--- src/rtl/fsub_pipe.sv ---
// Pipelined subtractor: diff = a - b - bin, one 4-bit carry-lookahead nibble per stage.
// valid/ready on both ends, one op per cycle, latency WIDTH/4 cycles.
module fsub_pipe #(
  parameter int WIDTH = 8
) (
  input  logic             clk,
  input  logic             rst,
  input  logic             in_valid,
  output logic             in_ready,
  input  logic [WIDTH-1:0] a,
  input  logic [WIDTH-1:0] b,
  input  logic             bin,
  output logic             out_valid,
  input  logic             out_ready,
  output logic [WIDTH-1:0] diff,
  output logic             bout,
  output logic             overflow
);

  localparam int STAGES = WIDTH / 4;

  // Handshake: a transfer happens on a posedge where valid & ready are both high.
  // Stage k accepts when it is empty or stage k+1 accepts this cycle; the
  // producer may not retract valid or change data until the transfer happens.

  // Stage registers. res_q[k] holds result nibbles 0..k with the still
  // unprocessed minuend nibbles above them; b_q[k] holds the remaining
  // subtrahend nibbles shifted down to bit 0.
  logic [STAGES-1:0] valid_q;
  logic [WIDTH-1:0]  res_q [STAGES];
  logic [WIDTH-1:0]  b_q   [STAGES];
  // Carries are kept inverted (as borrows) so that the all-zero reset state
  // yields bout = 0 and overflow = 0.
  logic [STAGES-1:0] brw_q;
  logic              bmsb_q;

  logic [STAGES-1:0] ready;
  logic              rdy;

  logic [WIDTH-1:0]  src_res [STAGES];
  logic [WIDTH-1:0]  src_b   [STAGES];
  logic [STAGES-1:0] src_v;
  logic [STAGES-1:0] src_c;

  logic [WIDTH-1:0]  nxt_res [STAGES];
  logic [WIDTH-1:0]  nxt_b   [STAGES];
  logic [STAGES-1:0] nxt_brw;
  logic              nxt_bmsb;
  logic [5:0]        nib;

  // Returns {carry into bit 3, carry out, sum[3:0]}.
  function automatic logic [5:0] nib_add(input logic [3:0] x, input logic [3:0] y,
                                         input logic c0);
    logic [3:0] g;
    logic [3:0] p;
    logic       c1, c2, c3, c4;
    g  = x & y;
    p  = x | y;
    c1 = g[0] | (p[0] & c0);
    c2 = g[1] | (p[1] & g[0]) | (p[1] & p[0] & c0);
    c3 = g[2] | (p[2] & g[1]) | (p[2] & p[1] & g[0]) | (p[2] & p[1] & p[0] & c0);
    c4 = g[3] | (p[3] & g[2]) | (p[3] & p[2] & g[1]) | (p[3] & p[2] & p[1] & g[0])
       | (p[3] & p[2] & p[1] & p[0] & c0);
    return {c3, c4, x ^ y ^ {c3, c2, c1, c0}};
  endfunction

  always_comb begin
    rdy = out_ready;
    ready = '0;
    for (int k = STAGES - 1; k >= 0; k--) begin
      rdy = rdy | ~valid_q[k];
      ready[k] = rdy;
    end
  end

  always_comb begin
    src_res[0] = a;
    src_b[0]   = b;
    src_v[0]   = in_valid;
    src_c[0]   = ~bin;
    for (int k = 1; k < STAGES; k++) begin
      src_res[k] = res_q[k-1];
      src_b[k]   = b_q[k-1];
      src_v[k]   = valid_q[k-1];
      src_c[k]   = ~brw_q[k-1];
    end
  end

  always_comb begin
    nib      = '0;
    nxt_brw  = '0;
    nxt_bmsb = 1'b0;
    for (int k = 0; k < STAGES; k++) begin
      nib = nib_add(src_res[k][4*k +: 4], ~src_b[k][3:0], src_c[k]);
      nxt_res[k]          = src_res[k];
      nxt_res[k][4*k +: 4] = nib[3:0];
      nxt_b[k]            = src_b[k] >> 4;
      nxt_brw[k]          = ~nib[4];
      nxt_bmsb            = ~nib[5];
    end
  end

  always_ff @(posedge clk or negedge rst) begin
    if (!rst) begin
      valid_q <= '0;
      brw_q   <= '0;
      bmsb_q  <= 1'b0;
      for (int k = 0; k < STAGES; k++) begin
        res_q[k] <= '0;
        b_q[k]   <= '0;
      end
    end else begin
      for (int k = 0; k < STAGES; k++) begin
        if (ready[k]) begin
          valid_q[k] <= src_v[k];
          // Data only moves with a valid op so outputs hold through bubbles.
          if (src_v[k]) begin
            res_q[k]   <= nxt_res[k];
            b_q[k]     <= nxt_b[k];
            brw_q[k]   <= nxt_brw[k];
          end
        end
      end
      if (ready[STAGES-1] && src_v[STAGES-1]) begin
        bmsb_q <= nxt_bmsb;
      end
    end
  end

  assign in_ready  = ready[0];
  assign out_valid = valid_q[STAGES-1];
  assign diff      = res_q[STAGES-1];
  assign bout      = brw_q[STAGES-1];
  assign overflow  = brw_q[STAGES-1] ^ bmsb_q;

endmodule

--- config.mk ---
export PLATFORM = sky130hd
export DESIGN_NAME = fsub_pipe
export DESIGN_NICKNAME = d
export VERILOG_FILES = /design/src/rtl/fsub_pipe.sv
export SDC_FILE = /design/constraint.sdc
export NUM_CORES = 1
export LEC_CHECK = 0
export CAP_MARGIN = 40
export CORE_UTILIZATION = 50
export DETAILED_ROUTE_END_ITERATION = 6
export PLACE_DENSITY = 0.83
export SYNTH_ARGS = -nofsm -noshare
export SYNTH_HDL_FRONTEND = slang
export SYNTH_SLANG_ARGS = --single-unit
--- constraint.sdc ---
create_clock -name clk -period 1.84 [get_ports clk]
set_input_delay 0.46 -clock clk [delete_from_list [all_inputs] [get_ports clk]]
set_output_delay 0.46 -clock clk [all_outputs]
set_load 0.02 [all_outputs]
==> results.toml, run 1 <==
[worst_setup_path]
required_ps = 1380
slowest_delay_ps = 610
worst-setup-path-type = "reg -> out"
crit_family = "buffers and inverters"
crit_cells = 1
slowest_stage = "clkdlybuf4s50_1"
cp.arrival_ps = 1320
r2r_cells = 6
cp_max_fo = 3
crit_path_end_kind = "output pin"
crit_chain = "clkdlybuf4s50_1"
setup.worst_path.start_class = "register"
critPathBufInv = 1

[yosys]
ys_seq_area_share_pct = 42.7
synth_area_leaders = "dfrtp_1 (43%), ha_1 (15%), mux2_2 (9.2%)"
synth_area_um2 = 1470
muxShareOfSynthArea_pct = 9.22
synth.distinct_cells = 26
synth_top_area_share_pct = 42.7
synthTopCellsByCount = "dfrtp_1 (25), inv_1 (19), ha_1 (17)"
yosysWarningCount = 0
synth_simple_gate_area_share_pct = 8.11
async_flop_share_pct = 100
avgSynthCellArea_um2 = 11.1
synth_flop_cell = "dfrtp_1"
synth_edf_count = 0
synth_compound_area_share_pct = 9.98
synth_xor_area_share_pct = 2.99
syn-num-nets = 172
synth_top_family_by_area = "adder cells"
synth_top_cell_by_area = "dfrtp_1"
synthCells = 132
ys_ff_latch = 25
yosysMostFrequentCell = "dfrtp_1"
yosys.area_share.adder_pct = 17.2

[sta]
tightest_slew_ps = 317
fmax_mhz = 561
holdWs_ps = 490
grt_setup_unrepaired = "false"
clock_skew_ps = 1.06
fin_crit_ps = 1780
final-max-slew-violation-count = 0
max_slew_margin_pct = 78.9
finalCritPeriodShare_pct = 96.8
hold_viol_final = 0
setup_viol = 0

[die]
initial_core_util_pct = 53.2
die_h_um = 56.2
die_w_um = 56.2
io_pins = 33
row_count = 19
coreArea_um2 = 2760
die_area_um2 = 3150

[clock_network]
cts_made_buffers = 3
clock_path_buffers = 2
clk_latency_ps = 310
clkTransAtPathRegs_ps = 130
clock-sinks = 25
cts_post_setup_buffers_inserted = 0
cts_tree = "yes"
h-tree-depth = 1
clockRootBuffer = "clkbuf_4"

[pwr]
pwr-share-clk_pct = 14.4
peakVddDrop_uv = 716
p_seq_share_pct = 45.3
powerDensity_nw_per_um2 = 914
pwr-share-comb_pct = 40.3
switching_share_pct = 33.4
power_leakage_nw = 0.898
finalPower_mw = 1.68
power.internal_mw = 1.12
switchingPower_mw = 0.560

[global_route]
grt_max_degree = 26
overflow = 0
grt_pass1_vias = 975
grt_usage_pct = 15.9
grt_antenna_before_repair = 0
grt_pass1_wl_um = 3930

[drt]
dr.first_iter.drc_count = 28
antenna_left = 0
drcViolationCount = 0
viasPerCell = 5.15
dr_total_vias = 1009
dr_wl_met3_um = 98
wl_met2_um = 1220
m1WireLength_um = 947
wl_um = 2320
wl_per_cell_um = 11.8
maxUsedRoutingLayer = "met4"
first_pass_iters = 4

[worst_hold_path]
min_path_type = "in -> async"

[final_layout]
antennaDiodeCount = 0
syn_to_final_growth_pct = 25.2
final_net_count = 206
final_layout_size_suffix_gt1_share_pct = 18.2

[placed_design]
io_buffers = 32
gp_congestion = 0.713
hpwl_um = 1880

[flow_run]
cap_violations = 0

[status]
status = "finished, final reports clean"
## cells in the final DEF (no fill, tap or decap), drive strengths merged
cell type / n
xor2: 5
o21ai: 6
o21bai: 1
a21boi: 1
a21oi: 1
o311ai: 1
mux2: 12
a22o: 1
buf: 7
ha: 17
clkdlybuf4s50: 29
nor3b: 1
nand2b: 5
clkbuf: 5
o21a: 1
dlymetal6s2s: 1
nand2: 12
nor2: 3
dlygate4sd2: 1
fa: 2
inv: 19
dfrtp: 25
o311a: 1
o31ai: 6
nand3b: 1
nor3: 1
## flip-flops by register name, indices dropped and copies added, names as in the netlist
signal   cells
diff         8
brw_q        2
valid_q      2
bmsb_q       1
res_q        4
b_q          4
nxt_res      4
## power groups by stage
stage | sequential, mW | combinational (mW) | clock (mW)
after global routing | 0.783 | 0.738 | 0.261
after floorplan | 0.762 | 0.487 | 0
final | 0.761 | 0.676 | 0.241
after detailed placement | 0.777 | 0.696 | 0
after CTS | 0.764 | 0.686 | 0.248
after global placement | 0.766 | 0.675 | 0
## cell families after synthesis
kind of cell | count (synthesis)
DFF | 25
muxes | 12
buffers and inverters | 29
AOI/OAI and AO/OA | 19
adders and majority gates | 19
and+or+nand+nor | 23
xor gates and xnor gates | 5
## final timing paths
| check | start | endpoint | slack, ps |
|---|---|---|---|
| min | rst | brw_q[1] | 490 |
| max in group asynchronous | rst | res_q[14] | 1110 |
| min reg2reg | diff[5] | diff[5] | 500 |
| max | valid_q[1] | out_valid | 60 |
| max reg2reg | res_q[12] | diff[7] | 350 |
| min in group clk | diff[5] | diff[5] | 500 |
## area by class of cell
class                           instances  area (um2)
Inverter                               19        71.3
Sequential cell                        25         626
Fill cell                             234         922
Timing Repair Buffer                   39         369
Multi-Input combinational cell         78         704
Tap cell                               31        38.8
Clock buffer                            4        26.3
## per-stage QoR
step / cells / setup TNS [ps] / area (um2) / util (%) / setup slack [ps]
final: 196 / 0 / 1840 / 66.6 / 59.0
after global routing: 196 / 0 / 1840 / 66.6 / 16.4
after CTS: 196 / 0 / 1830 / 66.4 / 2.05
after detailed placement: 192 / -1840 / 1810 / 65.5 / -334
after global placement: 192 / -1170 / 1810 / 65.5 / -258
after floorplan: 132 / 0 / 1470 / - / 410
## per-layer routing
| layer | vias up | GRT usage (%) |
|---|---|---|
| li1 | 489 | - |
| met1 | 479 | 16.6 |
| met2 | 34 | 31.8 |
| met3 | 7 | 1.63 |
| met4 | 0 | 6.27 |
| met5 | - | 0 |
## timing repair
item / CTS / global route
setup endpoints to repair: 2 / 4
hold buffers: 0 / 0
endpoints found under the hold margin: 0 / 0
gates resized for setup: 3 / 3
pin swaps: 0 / 0
Power figures use the tool's default switching activity.
==> run 2: changes to the inputs <==
--- a/config.mk
+++ b/config.mk
@@ -6,8 +6,10 @@
 export NUM_CORES = 1
 export LEC_CHECK = 0
 export CAP_MARGIN = 40
+export CORE_MARGIN = 2
 export CORE_UTILIZATION = 50
 export DETAILED_ROUTE_END_ITERATION = 6
+export GPL_ROUTABILITY_DRIVEN = 0
 export PLACE_DENSITY = 0.83
 export SYNTH_ARGS = -nofsm -noshare
 export SYNTH_HDL_FRONTEND = slang
==> results.toml, run 2 (synthesis results as in run 1) <==
[status]
status = "finished, final reports clean"

[drt]
viasPerCell = 5.01
first_pass_iters = 4
antenna_left = 0
dr_total_vias = 977
wl_um = 2240
drcViolationCount = 0
dr.first_iter.drc_count = 18
wl_per_cell_um = 11.5

[sta]
setup-tns-final_ps = 0
setup_viol = 0
hold_viol_final = 0
clock_skew_ps = 2.53
fin_crit_ps = 1810
grt_setup_unrepaired = "false"
fmax_mhz = 553
final-max-slew-violation-count = 0
finalCritPeriodShare_pct = 98.3
max_slew_margin_pct = 79.3
tightest_slew_ps = 311

[global_route]
grt_pass1_wl_um = 3810
overflow = 0
grt_usage_pct = 14.5
grt_pass1_vias = 929
grt_antenna_before_repair = 0
grt_max_degree = 26

[pwr]
power_leakage_nw = 0.898
peakVddDrop_uv = 659
power.internal_mw = 1.11
pwr-share-comb_pct = 40.7
p_seq_share_pct = 45.3
powerDensity_nw_per_um2 = 912
pwr-share-clk_pct = 14.0
switching_share_pct = 33.4
finalPower_mw = 1.67
switchingPower_mw = 0.560

[worst_setup_path]
setup.worst_path.start_class = "primary input"
crit_path_end_kind = "output pin"
r2r_slack_ps = 330
r2r_start = "b_q[8]"
cp_max_fo = 2
startpoint = "out_ready"
cp-endpoint = "in_ready"
r2r-end = "diff[7]"
cp.arrival_ps = 1350
required_ps = 1380
worst-setup-path-type = "in -> out"
r2r_cells = 5

[final_layout]
final_common_cell = "clkdlybuf4s50_1"
largest_register_ffs = 8
layout.cells.non_filler = 195
fillerInstances = 229
most-common-layout-cells = "clkdlybuf4s50_1 (29), dfrtp_1 (25), inv_1 (19)"
antennaDiodeCount = 0
seqCellArea_um2 = 626
post-route-util_pct = 66.0
final_net_count = 205
syn_to_final_growth_pct = 25.2
final_layout_size_suffix_gt1_share_pct = 18.3
multi_input_area_um2 = 704

[clock_network]
clkTransAtPathRegs_ps = 130
clock_path_buffers = 2
cts_post_setup_buffers_inserted = 0
h-tree-depth = 1
cts_made_buffers = 3
postCtsHoldBufs = 0
clock-sinks = 25
cts_tree = "yes"
clk_latency_ps = 300
clockRootBuffer = "clkbuf_4"

[placed_design]
hpwl_um = 1840
io_buffers = 32
dpl.cell_count = 191

[die]
die_h_um = 58.2
coreArea_um2 = 2780
die_area_um2 = 3380
initial_core_util_pct = 52.7
io_pins = 33
die_w_um = 58.2
row_count = 19

[worst_hold_path]
min_path_type = "reg -> reg"

[flow_run]
cap_violations = 0
[run 2: cell count changes in the layout (fill, tap and decap cells not counted), sizes merged]
| cell | previous run | this run |
|---|---|---|
| buf | 7 | 6 |
| clkdlybuf4s15 | 0 | 1 |
| clkinv | 0 | 1 |
| clkbuf | 5 | 3 |
[run 2: worst min path at each step]
stage,startpoint,end,depth (start not counted)
final,nxt_res[3],nxt_res[3],2
after global routing,rst,res_q[14],2
after CTS,rst,diff[4],2
after detailed placement,nxt_res[3],nxt_res[3],2
after global placement,diff[6],diff[6],2
after floorplan,rst,b_q[10],0
[run 2: critical path, cell delays in order]
cell	delay, ps
clkdlybuf4s50_1	410
nand3b_2	210
clkdlybuf4s15_2	260
[run 2: metrics by stage]
stage | setup slack [ps] | hold slack, ps | cell area (um2)
after CTS | 23.1 | 495 | 1830
after detailed placement | -284 | 464 | 1800
after floorplan | 410 | 164 | 1470
after global placement | -258 | 460 | 1800
final | 30.6 | 486 | 1840
after global routing | 6.77 | 516 | 1840
[run 2: metal layers]
layer | vias up | part of all wire, % | global-route usage, %
met1 | 463 | 42 | 16.8
li1 | 489 | - | -
met4 | 0 | 1.3 | 4.98
met2 | 23 | 52 | 27.8
met5 | - | 0 | 0
met3 | 2 | 5.0 | 1.34
[run 2: repair_timing]
action                                  4_1_cts  5_1_grt
endpoints found under the setup margin        2        2
gates cloned                                  0        0
endpoints found under the hold margin         0        0
resized for setup                             4        2
[run 2: power by group through the flow]
stage	clock (mW)	sequential [mW]	combinational, mW
floorplan	0	0.762	0.487
global placement	0	0.766	0.674
detailed placement	0	0.775	0.699
CTS	0.246	0.762	0.690
global route	0.262	0.779	0.746
finish	0.234	0.759	0.682
[run 2: layout make-up]
cell class / instances / share of cell area (%)
Multi-Input combinational cell: 78 / 38.4
Sequential cell: 25 / 34.1
Timing Repair Buffer: 38 / 20.0
Inverter: 19 / 3.89
Tap cell: 31 / 2.11
Clock buffer: 3 / 1.23
Clock inverter: 1 / 0.273
